--- src/rtl/rs_pkg.sv ---
// rs_pkg: shared opcodes, the load/store classification helper and the
// reference entry layout used by the rs_param reservation station.
package rs_pkg;

   localparam int RS_XLEN  = 32;
   localparam int RS_OP_W  = 5;
   localparam int RS_TAG_W = 3;

   // ALU-class opcodes
   localparam int unsigned OP_ADD  = 0;
   localparam int unsigned OP_SUB  = 1;
   localparam int unsigned OP_AND  = 2;
   localparam int unsigned OP_OR   = 3;
   localparam int unsigned OP_XOR  = 4;
   localparam int unsigned OP_SLL  = 5;
   localparam int unsigned OP_SRL  = 6;
   localparam int unsigned OP_SRA  = 7;
   localparam int unsigned OP_SLT  = 8;
   localparam int unsigned OP_SLTU = 9;
   localparam int unsigned OP_LUI  = 10;
   localparam int unsigned OP_BEQ  = 11;
   localparam int unsigned OP_BNE  = 12;
   localparam int unsigned OP_BLT  = 13;
   localparam int unsigned OP_BGE  = 14;
   localparam int unsigned OP_BLTU = 15;

   // MEM-class opcodes occupy the contiguous range LB..SW
   localparam int unsigned OP_LB   = 18;
   localparam int unsigned OP_LH   = 19;
   localparam int unsigned OP_LW   = 20;
   localparam int unsigned OP_LBU  = 21;
   localparam int unsigned OP_LHU  = 22;
   localparam int unsigned OP_SB   = 23;
   localparam int unsigned OP_SH   = 24;
   localparam int unsigned OP_SW   = 25;

   // All-ones opcode is a bubble that never allocates
   localparam int unsigned OP_NOP  = (1 << RS_OP_W) - 1;

   // Reference layout of one station entry at the default widths
   typedef struct packed {
      logic                busy;
      logic [RS_OP_W-1:0]  op;
      logic [RS_XLEN-1:0]  v1;
      logic [RS_XLEN-1:0]  v2;
      logic [RS_TAG_W-1:0] q1;
      logic [RS_TAG_W-1:0] q2;
      logic [RS_TAG_W-1:0] des;
      logic [RS_XLEN-1:0]  imm;
   } rs_entry_t;

   // True for loads and stores, which are steered to the MEM partition
   function automatic logic is_mem_op(input int unsigned op);
      return (op >= OP_LB) && (op <= OP_SW);
   endfunction

endpackage

--- src/rtl/rs_partition.sv ---
// rs_partition: one partition of the reservation station. Holds DEPTH
// entries, snoops both CDB ports for operand wakeup (and dispatch bypass),
// picks the lowest free slot for allocation and an eligible entry for the
// issue register. Optional macro RS_AGE_ORDER_EN adds an age matrix so the
// oldest eligible entry issues first instead of the lowest index.
module rs_partition
   import rs_pkg::*;
#(
   parameter int XLEN    = RS_XLEN,
   parameter int OP_W    = RS_OP_W,
   parameter int TAG_W   = RS_TAG_W,
   parameter int DEPTH   = 3,
   parameter bit HAS_IMM = 1'b0
) (
   input  logic                       clk,
   input  logic                       rst,
   input  logic                       i_flush,
   input  logic                       i_alloc,
   output logic                       o_has_free,
   input  logic [OP_W-1:0]            i_op,
   input  logic [XLEN-1:0]            i_v1,
   input  logic [XLEN-1:0]            i_v2,
   input  logic [TAG_W-1:0]           i_q1,
   input  logic [TAG_W-1:0]           i_q2,
   input  logic [XLEN-1:0]            i_imm,
   input  logic [TAG_W-1:0]           i_des,
   input  logic                       i_cdb0_valid,
   input  logic [TAG_W-1:0]           i_cdb0_tag,
   input  logic [XLEN-1:0]            i_cdb0_data,
   input  logic                       i_cdb1_valid,
   input  logic [TAG_W-1:0]           i_cdb1_tag,
   input  logic [XLEN-1:0]            i_cdb1_data,
   output logic                       o_valid,
   input  logic                       i_ready,
   output logic [OP_W-1:0]            o_op,
   output logic [XLEN-1:0]            o_v1,
   output logic [XLEN-1:0]            o_v2,
   output logic [XLEN-1:0]            o_imm,
   output logic [TAG_W-1:0]           o_des,
   output logic [$clog2(DEPTH+1)-1:0] o_count
);

   localparam int CNT_W = $clog2(DEPTH+1);

   typedef struct packed {
      logic             busy;
      logic [OP_W-1:0]  op;
      logic [XLEN-1:0]  v1;
      logic [XLEN-1:0]  v2;
      logic [TAG_W-1:0] q1;
      logic [TAG_W-1:0] q2;
      logic [TAG_W-1:0] des;
      logic [XLEN-1:0]  imm;
   } entry_t;

   logic [DEPTH-1:0] w_busy;
   logic [DEPTH-1:0] w_elig;
   logic [DEPTH-1:0] w_free_oh;
   logic [DEPTH-1:0] w_alloc_oh;
   logic [DEPTH-1:0] w_pick;
   logic [DEPTH-1:0] w_sel_oh;
   logic [DEPTH-1:0] w_issue_oh;
   logic [OP_W-1:0]  w_op  [DEPTH];
   logic [XLEN-1:0]  w_v1  [DEPTH];
   logic [XLEN-1:0]  w_v2  [DEPTH];
   logic [XLEN-1:0]  w_imm [DEPTH];
   logic [TAG_W-1:0] w_des [DEPTH];
   logic             w_load;
   logic             w_issue;
   logic [OP_W-1:0]  w_sel_op;
   logic [XLEN-1:0]  w_sel_v1;
   logic [XLEN-1:0]  w_sel_v2;
   logic [XLEN-1:0]  w_sel_imm;
   logic [TAG_W-1:0] w_sel_des;
   logic [CNT_W-1:0] w_count;

   logic             r_valid;
   logic [OP_W-1:0]  r_op;
   logic [XLEN-1:0]  r_v1;
   logic [XLEN-1:0]  r_v2;
   logic [XLEN-1:0]  r_imm;
   logic [TAG_W-1:0] r_des;

   // Returns {tag, value} after snooping both CDBs; CDB0 wins on a shared tag.
   function automatic logic [TAG_W+XLEN-1:0] snoop(input logic [TAG_W-1:0] q,
                                                   input logic [XLEN-1:0]  v);
      logic [TAG_W+XLEN-1:0] res;
      res = {q, v};
      if (q != '0) begin
         if (i_cdb0_valid && (i_cdb0_tag == q))
            res = {{TAG_W{1'b0}}, i_cdb0_data};
         else if (i_cdb1_valid && (i_cdb1_tag == q))
            res = {{TAG_W{1'b0}}, i_cdb1_data};
      end
      return res;
   endfunction

   // Flush kills allocation and issue for the cycle it is asserted.
   assign w_alloc_oh = (i_alloc && !i_flush) ? w_free_oh : '0;
   assign w_load     = !r_valid || i_ready;
   assign w_issue    = !i_flush && w_load && (|w_elig);
   assign w_issue_oh = w_issue ? w_sel_oh : '0;
   assign o_has_free = |(~w_busy);

   generate
      for (genvar gi = 0; gi < DEPTH; gi++) begin : g_entry
         entry_t r_ent;

         assign w_busy[gi] = r_ent.busy;
         assign w_elig[gi] = r_ent.busy && (r_ent.q1 == '0) && (r_ent.q2 == '0);
         assign w_op[gi]   = r_ent.op;
         assign w_v1[gi]   = r_ent.v1;
         assign w_v2[gi]   = r_ent.v2;
         assign w_imm[gi]  = r_ent.imm;
         assign w_des[gi]  = r_ent.des;

         // Entry state: allocate with bypass, wake up on CDB, free on issue
         always_ff @(posedge clk or negedge rst) begin
            if (!rst) begin
               r_ent <= '0;
            end else if (i_flush) begin
               r_ent.busy <= 1'b0;
            end else if (w_alloc_oh[gi]) begin
               r_ent.busy             <= 1'b1;
               r_ent.op               <= i_op;
               {r_ent.q1, r_ent.v1}   <= snoop(i_q1, i_v1);
               {r_ent.q2, r_ent.v2}   <= snoop(i_q2, i_v2);
               r_ent.des              <= i_des;
               r_ent.imm              <= HAS_IMM ? i_imm : '0;
            end else if (r_ent.busy) begin
               {r_ent.q1, r_ent.v1}   <= snoop(r_ent.q1, r_ent.v1);
               {r_ent.q2, r_ent.v2}   <= snoop(r_ent.q2, r_ent.v2);
               if (w_issue_oh[gi])
                  r_ent.busy <= 1'b0;
            end
         end
      end
   endgenerate

   // Lowest-index free slot (descending scan so the lowest index wins)
   always_comb begin
      w_free_oh = '0;
      for (int i = DEPTH-1; i >= 0; i--)
         if (!w_busy[i]) w_free_oh = DEPTH'(1) << i;
   end

`ifdef RS_AGE_ORDER_EN
   logic [DEPTH-1:0] r_age [DEPTH];

   // Row i records which entries were allocated after entry i
   always_ff @(posedge clk or negedge rst) begin
      if (!rst) begin
         for (int i = 0; i < DEPTH; i++) r_age[i] <= '0;
      end else if (!i_flush) begin
         for (int i = 0; i < DEPTH; i++) begin
            if (w_alloc_oh[i] || w_issue_oh[i])
               r_age[i] <= '0;
            else
               r_age[i] <= r_age[i] | w_alloc_oh;
         end
      end
   end

   // An eligible entry is oldest when every other eligible entry is younger
   always_comb begin
      w_pick = '0;
      for (int i = 0; i < DEPTH; i++) begin
         w_pick[i] = w_elig[i];
         for (int j = 0; j < DEPTH; j++)
            if ((j != i) && w_elig[j] && !r_age[i][j]) w_pick[i] = 1'b0;
      end
   end
`else
   assign w_pick = w_elig;
`endif

   // Reduce the candidate set to one entry, lowest index first
   always_comb begin
      w_sel_oh = '0;
      for (int i = DEPTH-1; i >= 0; i--)
         if (w_pick[i]) w_sel_oh = DEPTH'(1) << i;
   end

   // Mux the selected entry's payload toward the issue register
   always_comb begin
      w_sel_op  = '1;
      w_sel_v1  = '0;
      w_sel_v2  = '0;
      w_sel_imm = '0;
      w_sel_des = '0;
      for (int i = 0; i < DEPTH; i++) begin
         if (w_sel_oh[i]) begin
            w_sel_op  = w_op[i];
            w_sel_v1  = w_v1[i];
            w_sel_v2  = w_v2[i];
            w_sel_imm = w_imm[i];
            w_sel_des = w_des[i];
         end
      end
   end

   // Issue register: reload when empty or consumed, otherwise hold
   always_ff @(posedge clk or negedge rst) begin
      if (!rst) begin
         r_valid <= 1'b0;
         r_op    <= '1;
         r_v1    <= '0;
         r_v2    <= '0;
         r_imm   <= '0;
         r_des   <= '0;
      end else if (i_flush) begin
         r_valid <= 1'b0;
      end else if (w_load) begin
         if (w_issue) begin
            r_valid <= 1'b1;
            r_op    <= w_sel_op;
            r_v1    <= w_sel_v1;
            r_v2    <= w_sel_v2;
            r_imm   <= w_sel_imm;
            r_des   <= w_sel_des;
         end else begin
            r_valid <= 1'b0;
            r_des   <= '0;
         end
      end
   end

   // Occupancy is the popcount of registered busy bits
   always_comb begin
      w_count = '0;
      for (int i = 0; i < DEPTH; i++)
         w_count = w_count + CNT_W'(w_busy[i]);
   end

   assign o_valid = r_valid;
   assign o_op    = r_op;
   assign o_v1    = r_v1;
   assign o_v2    = r_v2;
   assign o_imm   = r_imm;
   assign o_des   = r_des;
   assign o_count = w_count;

endmodule

--- src/rtl/rs_param.sv ---
// rs_param: reservation station top. Classifies dispatched ops into the ALU
// or MEM partition and exposes both issue ports. Optional macro
// RS_AGE_ORDER_EN (handled inside rs_partition) selects oldest-first issue.
module rs_param
   import rs_pkg::*;
#(
   parameter int XLEN      = RS_XLEN,
   parameter int OP_W      = RS_OP_W,
   parameter int TAG_W     = RS_TAG_W,
   parameter int ALU_DEPTH = 3,
   parameter int MEM_DEPTH = 3
) (
   input  logic                           clk,
   input  logic                           rst,
   input  logic                           flush,
   input  logic                           dispatch_valid,
   output logic                           dispatch_ready,
   input  logic [OP_W-1:0]                dispatch_op,
   input  logic [XLEN-1:0]                dispatch_v1,
   input  logic [XLEN-1:0]                dispatch_v2,
   input  logic [TAG_W-1:0]               dispatch_q1,
   input  logic [TAG_W-1:0]               dispatch_q2,
   input  logic [XLEN-1:0]                dispatch_imm,
   input  logic [TAG_W-1:0]               dispatch_des,
   input  logic                           cdb0_valid,
   input  logic [TAG_W-1:0]               cdb0_tag,
   input  logic [XLEN-1:0]                cdb0_data,
   input  logic                           cdb1_valid,
   input  logic [TAG_W-1:0]               cdb1_tag,
   input  logic [XLEN-1:0]                cdb1_data,
   output logic                           alu_valid,
   input  logic                           alu_ready,
   output logic [OP_W-1:0]                alu_op,
   output logic [XLEN-1:0]                alu_v1,
   output logic [XLEN-1:0]                alu_v2,
   output logic [TAG_W-1:0]               alu_des,
   output logic                           mem_valid,
   input  logic                           mem_ready,
   output logic [OP_W-1:0]                mem_op,
   output logic [XLEN-1:0]                mem_v1,
   output logic [XLEN-1:0]                mem_v2,
   output logic [XLEN-1:0]                mem_imm,
   output logic [TAG_W-1:0]               mem_des,
   output logic [$clog2(ALU_DEPTH+1)-1:0] alu_count,
   output logic [$clog2(MEM_DEPTH+1)-1:0] mem_count
);

   logic            w_is_nop;
   logic            w_is_mem;
   logic            w_alu_free;
   logic            w_mem_free;
   logic            w_accept;
   logic [XLEN-1:0] w_alu_imm_unused;

   // NOPs fall into the ALU side for readiness but never allocate
   assign w_is_nop       = &dispatch_op;
   assign w_is_mem       = !w_is_nop && is_mem_op(32'(dispatch_op));
   assign dispatch_ready = !flush && (w_is_mem ? w_mem_free : w_alu_free);
   assign w_accept       = dispatch_valid && dispatch_ready && !w_is_nop;

   rs_partition #(
      .XLEN    (XLEN),
      .OP_W    (OP_W),
      .TAG_W   (TAG_W),
      .DEPTH   (ALU_DEPTH),
      .HAS_IMM (1'b0)
   ) u_alu (
      .clk          (clk),
      .rst          (rst),
      .i_flush      (flush),
      .i_alloc      (w_accept && !w_is_mem),
      .o_has_free   (w_alu_free),
      .i_op         (dispatch_op),
      .i_v1         (dispatch_v1),
      .i_v2         (dispatch_v2),
      .i_q1         (dispatch_q1),
      .i_q2         (dispatch_q2),
      .i_imm        (dispatch_imm),
      .i_des        (dispatch_des),
      .i_cdb0_valid (cdb0_valid),
      .i_cdb0_tag   (cdb0_tag),
      .i_cdb0_data  (cdb0_data),
      .i_cdb1_valid (cdb1_valid),
      .i_cdb1_tag   (cdb1_tag),
      .i_cdb1_data  (cdb1_data),
      .o_valid      (alu_valid),
      .i_ready      (alu_ready),
      .o_op         (alu_op),
      .o_v1         (alu_v1),
      .o_v2         (alu_v2),
      .o_imm        (w_alu_imm_unused),
      .o_des        (alu_des),
      .o_count      (alu_count)
   );

   rs_partition #(
      .XLEN    (XLEN),
      .OP_W    (OP_W),
      .TAG_W   (TAG_W),
      .DEPTH   (MEM_DEPTH),
      .HAS_IMM (1'b1)
   ) u_mem (
      .clk          (clk),
      .rst          (rst),
      .i_flush      (flush),
      .i_alloc      (w_accept && w_is_mem),
      .o_has_free   (w_mem_free),
      .i_op         (dispatch_op),
      .i_v1         (dispatch_v1),
      .i_v2         (dispatch_v2),
      .i_q1         (dispatch_q1),
      .i_q2         (dispatch_q2),
      .i_imm        (dispatch_imm),
      .i_des        (dispatch_des),
      .i_cdb0_valid (cdb0_valid),
      .i_cdb0_tag   (cdb0_tag),
      .i_cdb0_data  (cdb0_data),
      .i_cdb1_valid (cdb1_valid),
      .i_cdb1_tag   (cdb1_tag),
      .i_cdb1_data  (cdb1_data),
      .o_valid      (mem_valid),
      .i_ready      (mem_ready),
      .o_op         (mem_op),
      .o_v1         (mem_v1),
      .o_v2         (mem_v2),
      .o_imm        (mem_imm),
      .o_des        (mem_des),
      .o_count      (mem_count)
   );

endmodule

--- config.mk ---
export PLATFORM = sky130hd
export DESIGN_NAME = rs_param
export DESIGN_NICKNAME = d
export VERILOG_FILES = /design/src/rtl/rs_pkg.sv /design/src/rtl/rs_partition.sv /design/src/rtl/rs_param.sv
export SDC_FILE = /design/constraint.sdc
export NUM_CORES = 2
export LEC_CHECK = 0
export ABC_CLOCK_PERIOD_IN_PS = 3400
export CELL_PAD_IN_SITES_DETAIL_PLACEMENT = 2
export CELL_PAD_IN_SITES_GLOBAL_PLACEMENT = 2
export CORE_UTILIZATION = 41
export DETAILED_ROUTE_END_ITERATION = 8
export PLACE_DENSITY = 0.87
export SYNTH_ARGS = -nofsm -noshare
export SYNTH_HDL_FRONTEND = slang
export SYNTH_SLANG_ARGS = --single-unit
--- constraint.sdc ---
create_clock -name clk -period 3.4 [get_ports clk]
set_clock_uncertainty 0.1 [all_clocks]
set_input_delay 0.68 -clock clk [delete_from_list [all_inputs] [get_ports clk]]
set_output_delay 0.68 -clock clk [all_outputs]
set_load 0.05 [all_outputs]
==> results.yml <==
status:
  outcome: "finished with violations"
  violations: "design-rule violations, max-capacitance violations, max-slew violations, negative setup slack"
die:
  ioPinCount: 371
  die_area_sq_um: 101000
  die_w_um: 318
  start_util_pct: 41.5
  rows: 115
  die_h_um: 318
  core_sq_um: 98600
synth:
  yosysTopAreaCellShare_pct: 45.1
  syn_nets: 4326
  yosysUniqueCellTypes: 68
  synth_common_cells: "nand2_1 (760), dfrtp_1 (738), clkbuf_1 (333), mux2i_1 (224), mux2_2 (181)"
  yosysWarningCount: 0
  syn_inst: 4136
  synth_area_sq_um: 40900
  synth.most_common_cell: "nand2_1"
  synthArstFlopShare_pct: 100
  syn_avg_cell_area_sq_um: 9.89
  ys.flop_type: "dfrtp_1"
  synth_seq_cells: 748
  yosysSeqAreaShare_pct: 45.8
  synth.top_cells.by_area: "dfrtp_1 (45%), nand2_1 (7.0%), mux2i_1 (5.5%)"
  synth_edf_count: 0
  yosys.area.top_type: "dfrtp_1"
final_layout:
  final_design_area_no_fill_sq_um: 50900
  fillerInstances: 9673
  instances_no_fill: 5778
  final_util_pct: 51.6
  fin_nets: 4600
  area_delta_synth_final_pct: 24.4
  drive_gt1_share_pct: 18.8
placed_design:
  hpwl_um: 137000
  place_inst: 5604
  dp_slack_ns: -0.196
  gp_congestion: 0.897
  io_buffers: 370
  placement.cell_area_sq_um: 47900
worst_setup_path:
  reg2regPathDepth: 8
  critPathRequiredTime_ns: 3.82
  startpoint: "u_alu.g_entry[1].r_ent[36]"
  worst-setup-path-type: "reg -> reg"
  arrival_ns: 3.97
  endpoint_kind: "flop"
  cpMostUsedCell: "buf_4"
  worstPathBufferInverterCount: 3
  path_delay_family: "compound AO/OA/AOI/OAI gates"
  worst_path_largest_cell_delay_ns: 1.13
  cp.depth: 8
  crit_path_top_delay_cell: "a222oi_1"
  path_cells: "nor3_1 -> buf_4 -> nand3_2 -> buf_4 -> nor3b_2 -> buf_12 -> a222oi_1 -> a21oi_1"
  cp-start-kind: "flop"
  r2r-start: "u_alu.g_entry[1].r_ent[36]"
  cp_max_fo: 64
power:
  vdd.ir_drop.worst_uv: 673
  powerDensity_nw_per_um2: 728
  power_leakage_nw: 22.0
  total_power_mw: 37.1
clocking:
  clock_latency_ns: 0.73
  clock_sinks: 748
  htree_num_levels: 3
  cts_root_buffer: "clkbuf_16"
  cts_tree: "yes"
  clk_pin_slew_ns: 0.06
  clockBufferDepth: 3
  cts_made_buffers: 89
detailed_routing:
  drtIter0Drc: 6165
  dr.pass1.iters: 9
  vias: 43300
  routed_wl_um: 239000
  ant_nets: 0
  via_per_inst: 7.49
  post-route-drc-count: 14
  wl_per_cell_um: 41.4
timing:
  timing.hold.ws_ns: 0.382
  hold_viol_final: 0
  finalCritPeriodShare_pct: 104
  period_needed_ns: 3.55
  setup_viol: 12
  report.final.slew_viol_count: 31
  worst_slew_pin_slew_ns: 1.53
  tns_ns: -0.686
  worst_slack_ns: -0.147
  fmax_mhz: 282
  relSlewSlack_pct: -2.12
min_path:
  min_path_cells: 2
  hp-class: "reg -> reg"
  min_from: "u_mem.g_entry[0].r_ent[6]"
global_route:
  overflow: 0
  grt.total_usage_pct: 46.8
  grt_first_pass_wirelength_um: 348000
  grt_max_degree: 108
  grt_pass1_vias: 47800
  antenna_found_initial: 18
run:
  timing.max_cap.violations: 1
state kept, by name, summed over array words and instances (netlist names), 5 cells and up:
| name | count |
|---|---|
| u_mem.o_op | 5 |
| u_alu.g_entry.r_ent | 237 |
| u_mem.g_entry.r_ent | 333 |
| u_alu.o_op | 5 |
| u_mem.o_imm | 32 |
| u_mem.o_v2 | 32 |
| u_mem.o_v1 | 32 |
| u_alu.o_v2 | 32 |
| u_alu.o_v1 | 32 |
worst register-to-register path, delay by kind of cell (launching register included):
family          cells  cell delay (ns)
compound gates      2             1.50
buf+inv             3             0.65
flops               1             0.48
simple gates        3             0.62
worst paths after layout:
kind                                               to  slack [ns]
max                                    u_alu.o_v1[25]       -0.15
min reg2reg                 u_mem.g_entry[0].r_ent[6]        0.38
min                         u_mem.g_entry[0].r_ent[6]        0.38
max reg2reg                            u_alu.o_v1[25]       -0.15
max in group asynchronous               u_alu.o_v2[1]        1.58
min in group asynchronous  u_mem.g_entry[1].r_ent[21]        0.45
layout make-up:
class / count / area (sq um) / share of cell area, %
diodes: 14 / 35.0 / 0.0689
well taps: 1287 / 1610 / 3.17
flip-flops and latches: 748 / 18700 / 36.8
repair buffers: 651 / 7080 / 13.9
clock inverters: 20 / 193 / 0.379
multi-input cells: 2864 / 20300 / 39.9
clock buffers: 138 / 2720 / 5.34
inverters: 56 / 210 / 0.413
cells by family (layout without fill, tap and decap cells):
logic type | after synthesis | in the layout | synth area share, %
xor gates and xnor gates | 84 | 84 | 1.80
DFF | 748 | 748 | 45.8
muxes | 408 | 408 | 10.5
other | 0 | 14 | 0
and+or+nand+nor | 1484 | 1484 | 16.5
buffers and inverters | 524 | 865 | 5.31
adders and majority gates | 2 | 2 | 0.0979
AOI/OAI and AO/OA | 886 | 886 | 20.0
where the power goes:
group	internal (mW)	switching [mW]	leakage, nW
Combinational	4.54	8.62	11.2
Sequential	11.4	2.35	9.34
Clock	5.70	4.44	1.43
cell usage in the layout, fill, tap and decap left out, drive strengths merged, types with 106 or more instances in the layout:
| cell | count |
|---|---|
| buf | 283 |
| clkbuf | 138 |
| clkdlybuf4s50 | 363 |
| dfrtp | 738 |
| mux2 | 184 |
| mux2i | 224 |
| nand2 | 760 |
| nand3 | 170 |
| nor2 | 174 |
| nor3 | 176 |
| o221ai | 106 |
layer usage:
layer	part of all wire, %	up-vias	wire [um]	global-route usage (%)
met5	0.12	-	276	1.04
met4	9.6	20	23000	39.1
met3	12	1527	27700	16.3
met2	45	3917	107000	72.2
met1	34	21900	81200	51.9
li1	-	15900	-	-
repair_timing:
item | CTS | global route
hold buffers | 1 | 0
pin swaps | 0 | 4
setup buffers | 0 | 1
gates resized for setup | 4 | 5
endpoints found under the setup margin | 3 | 10
hold endpoints to repair | 52 | 0
Power figures use the tool's default switching activity.
